### src/rtl/demux1_8.sv
// 1-to-8 word demultiplexer: collects eight WIDTH-bit words into registered slots
// (auto-increment or addressed), then presents them as one stable bundle.

module demux1_8_slot #(
    parameter int WIDTH = 16
) (
    input  logic             clk,
    input  logic             rst_n,
    input  logic             clear,
    input  logic             load,
    input  logic [WIDTH-1:0] d,
    output logic [WIDTH-1:0] q
);

    always_ff @(posedge clk or negedge rst_n) begin
        if (!rst_n)
            q <= '0;
        else if (clear)
            q <= '0;
        else if (load)
            q <= d;
    end

endmodule

module demux1_8 #(
    parameter int WIDTH = 16
) (
    input  logic             clk,
    input  logic             rst_n,
    input  logic             clear,
    input  logic             mode,
    input  logic [2:0]       selector,
    input  logic [WIDTH-1:0] in_data,
    input  logic             in_valid,
    output logic             in_ready,
    output logic [WIDTH-1:0] output1,
    output logic [WIDTH-1:0] output2,
    output logic [WIDTH-1:0] output3,
    output logic [WIDTH-1:0] output4,
    output logic [WIDTH-1:0] output5,
    output logic [WIDTH-1:0] output6,
    output logic [WIDTH-1:0] output7,
    output logic [WIDTH-1:0] output8,
    output logic [7:0]       slot_mask,
    output logic             out_valid,
    input  logic             out_ready
);

    localparam int NUM_SLOTS = 8;

    localparam logic [0:0] S_FILL = 1'b0;
    localparam logic [0:0] S_FULL = 1'b1;

    typedef struct packed {
        logic [2:0]       target;
        logic [WIDTH-1:0] data;
    } req_t;

    logic [0:0]                            state;
    logic [2:0]                            ptr;
    logic [NUM_SLOTS-1:0]                  mask;
    logic [NUM_SLOTS-1:0][WIDTH-1:0]       slot;
    logic [NUM_SLOTS-1:0]                  hit;
    logic [NUM_SLOTS-1:0]                  mask_set;
    logic                                  accept;
    req_t                                  req;

    // Handshake flags come straight from the state register, never from inputs.
    assign in_ready = (state == S_FILL);
    assign out_valid = (state == S_FULL);
    assign slot_mask = mask;

    assign accept     = in_valid & in_ready;
    assign req.target = mode ? selector : ptr;
    assign req.data   = in_data;
    assign hit        = NUM_SLOTS'(1) << req.target;
    assign mask_set   = mask | hit;

    always_ff @(posedge clk or negedge rst_n) begin
        if (!rst_n) begin
            state <= S_FILL;
            ptr   <= 3'd0;
            mask  <= '0;
        end else if (clear) begin
            state <= S_FILL;
            ptr   <= 3'd0;
            mask  <= '0;
        end else begin
            case (state)
                S_FILL: begin
                    if (accept) begin
                        mask <= mask_set;
                        // Pointer only advances on auto-mode accepts; wraps naturally at 3 bits.
                        if (!mode)
                            ptr <= ptr + 3'd1;
                        if (&mask_set)
                            state <= S_FULL;
                    end
                end
                S_FULL: begin
                    // Release frees the mask and pointer but keeps the slot data.
                    if (out_ready) begin
                        state <= S_FILL;
                        ptr   <= 3'd0;
                        mask  <= '0;
                    end
                end
                default: state <= S_FILL;
            endcase
        end
    end

    for (genvar i = 0; i < NUM_SLOTS; i++) begin : g_slot
        demux1_8_slot #(.WIDTH(WIDTH)) u_slot (
            .clk   (clk),
            .rst_n (rst_n),
            .clear (clear),
            .load  (accept & hit[i]),
            .d     (req.data),
            .q     (slot[i])
        );
    end

    assign output1 = slot[0];
    assign output2 = slot[1];
    assign output3 = slot[2];
    assign output4 = slot[3];
    assign output5 = slot[4];
    assign output6 = slot[5];
    assign output7 = slot[6];
    assign output8 = slot[7];

endmodule

### config.mk
export PLATFORM = sky130hd
export DESIGN_NAME = demux1_8
export DESIGN_NICKNAME = d
export VERILOG_FILES = /design/src/rtl/demux1_8.sv
export SDC_FILE = /design/constraint.sdc
export NUM_CORES = 1
export LEC_CHECK = 0
export ABC_AREA = 1
export BUFFER_PORTS_ARGS = -buffer_cell sky130_fd_sc_hd__buf_2
export CORE_ASPECT_RATIO = 0.8
export CORE_MARGIN = 5
export CORE_UTILIZATION = 45
export DETAILED_ROUTE_END_ITERATION = 6
export PLACE_DENSITY_LB_ADDON = 0.25
export SETUP_SLACK_MARGIN = 0.05
export SLEW_MARGIN = 20
export SYNTH_ARGS = -nofsm -noshare
export SYNTH_HDL_FRONTEND = slang
export SYNTH_SLANG_ARGS = --single-unit
export TNS_END_PERCENT = 30
### constraint.sdc
create_clock -name clk -period 1.9 [get_ports clk]
set_clock_uncertainty 0.2 [all_clocks]
set_input_delay 0.095 -clock clk [delete_from_list [all_inputs] [get_ports clk]]
set_output_delay 0.095 -clock clk [all_outputs]
set_load 0.005 [all_outputs]
==> impl_metrics.ini <==
[route]
drt_iter0_drc = 355
firstDrtPassIters = 7
drt_drc_violations_left = 0
vias = 5089
wl_per_cell_um = 16.2
final_antenna_net_count = 0
vias_per_cell = 4.86
drt-total-wl_um = 16900

[critical_path]
cp.arrival_ns = 1.91
crit_type = input pin to flop
cp-end-kind = flop
crit_required_ns = 2.03
crit_fanout = 32
startpoint_type = input pin

[timing]
min_period_over_period_pct = 93.8
fin_tns_setup_ns = 0
slew_violations = 0
setup_ws_ns = 0.118
setup_violations = 0
finalHoldViolations = 9
rsz0062_at_grt = true
relSlewSlack_pct = 43.3
whs_ns = -0.0116
min_period_ns = 1.78
fmax_mhz = 561
worst_pin_slew_ns = 0.847

[job]
maxCapViolations = 0

[synthesis]
synth.area.top_cells = dfrtp_1 (60%), nand2_1 (14%), inv_1 (6.9%)
netlist.area_leader.share_pct = 60.0
netlist_area_um2 = 5840
synth_cell_types = 25
ys.warnings.count = 0
synthCells = 656
ys_seq_area_share_pct = 60.0
avgSynthCellArea_um2 = 8.91
synth_nets = 682
ys_seq_elements = 140
synth_top_cell_by_area = dfrtp_1

[clock_network]
path_clk_slew_ns = 0.06
cts_buffers = 17
clk-insertion-delay-late_ns = 0.42
cts-root-buf = clkbuf_16
post_cts_buffers = 0
cts_buffer_depth = 2
clock-sinks = 140
htreeDepth = 4
cts_tree = done

[outcome]
violations = hold timing
status = complete, but fails checks

[grt]
antenna_found_initial = 0
grt_pass1_wl_um = 26900
gr-total-overflow = 0
grt.total_usage_pct = 22.6
grt_pass1_vias = 5141
grt_max_degree = 47

[finish]
drive_gt1_share_pct = 29.4
fin_nets = 886
fillers = 1107
syn2layout_area_growth_pct = 34.2
stdcell_area_um2 = 7840
diodes = 0

[pwr]
peakVddDrop_mv = 0.593
power_density_nw_per_um2 = 996
p_leak_nw = 4.33

[floorplan]
die_area_um2 = 15400
core_area_um2 = 12800
die_w_um = 137
io_pins = 163
start_util_pct = 45.7
rows = 37
chipHeight_um = 112

[place]
place_area_um2 = 6980
place_hpwl_um = 12100
post-place-ws_ns = 0.150
portBuffers = 162
gp_congestion = 0.940

[min_path]
hold_path_class = input pin to async pin
registers in the layout, indices dropped and copies added (netlist names):
register and flops:
g_slot.u_slot.q 128, out_valid 1, ptr 3, slot_mask 8
cell usage in the layout, fill, tap and decap left out, types with 5 or more instances in the layout:
cell	count
o21ai_1	44
o21ai_2	13
dlygate4sd3_1	20
dfrtp_1	140
o21ai_0	56
buf_2	161
nor2_1	14
nand2_1	224
nand2_2	9
buf_12	5
inv_1	107
clkbuf_16	17
buf_4	18
timing repair:
| action | 4_1_cts | 5_1_grt |
|---|---|---|
| endpoints found under the setup margin | 0 | 75 |
| resized for setup | 0 | 6 |
| hold buffers | 20 | 0 |
| hold endpoints to repair | 241 | 0 |
synthesized netlist by cell type:
library cell  count
o21a_1            1
nand3_1           5
inv_2             4
dfrtp_1         140
nor2_1           14
o21ai_4           3
a22oi_1           1
nand2_4           2
inv_1           107
o22ai_1           1
o21ai_0          56
o21ai_1          44
buf_6             4
nand2_2           9
nand2_1         224
nor2_4            3
o21ai_2          13
nor2_2            1
buf_2            14
ha_1              1
buf_4             3
xor2_1            1
nand4_1           1
inv_4             1
nand3_2           3
through the flow:
stage,std cells,hold WS (ns),utilization (%),power [mW]
floorplan,656,-0.401,-,3.77
global placement,995,-0.136,54.6,4.22
detailed placement,995,-0.132,54.6,4.25
CTS,1046,0.00310,61.2,7.86
global route,1047,0.0264,61.4,8.13
finish,1047,-0.0116,61.4,7.81
worst paths after layout:
check	from	end	slack, ns	depth (start not counted)
setup / recovery	mode	g_slot[7].u_slot.q[6]	0.12	10
hold / removal	rst_n	g_slot[0].u_slot.q[1]	-0.01	2
setup reg to reg	ptr[2]	g_slot[2].u_slot.q[10]	0.19	8
hold reg to reg	g_slot[6].u_slot.q[13]	g_slot[6].u_slot.q[13]	0.27	2
max in group asynchronous	rst_n	g_slot[6].u_slot.q[7]	0.88	3
min in group clk	clear	g_slot[6].u_slot.q[10]	0.06	4
routing by layer:
metal	track usage, %	vias up	wire, um
met5	0	-	0
met4	6.52	0	275
met3	6.87	21	1290
met2	34.3	185	7790
met1	31.3	2468	7570
li1	-	2415	-
logic make-up after synthesis:
| group | share of synthesized area (%) |
|---|---|
| adder cells (fa/ha/maj) | 0.214 |
| AND/OR/NAND/NOR | 18.4 |
| AO/OA/AOI/OAI | 11.7 |
| flip-flops | 60.0 |
| XOR/XNOR | 0.150 |
| buffers and inverters | 9.59 |
cell type report:
type | instances | area [um2] | area share, %
Multi-Input combinational cell | 384 | 1800 | 22.9
Clock inverter | 9 | 159 | 2.03
Sequential cell | 140 | 3500 | 44.7
Clock buffer | 22 | 484 | 6.18
Inverter | 112 | 428 | 5.46
Timing Repair Buffer | 205 | 1250 | 16.0
Tap cell | 175 | 219 | 2.79
critical path, cell delays in order:
cell           delay [ns]
dlygate4sd3_1        0.53
buf_2                0.16
inv_2                0.15
nand2_1              0.07
nand2_1              0.15
nand3_1              0.17
o21ai_2              0.19
buf_12               0.20
nand2_1              0.07
o21ai_0              0.11
power breakdown:
| part | internal (mW) | switching [mW] |
|---|---|---|
| registers | 3.19 | 0.131 |
| clock network | 2.34 | 1.24 |
| logic | 0.361 | 0.548 |
Note: power is estimated with default switching activity, not from simulation.
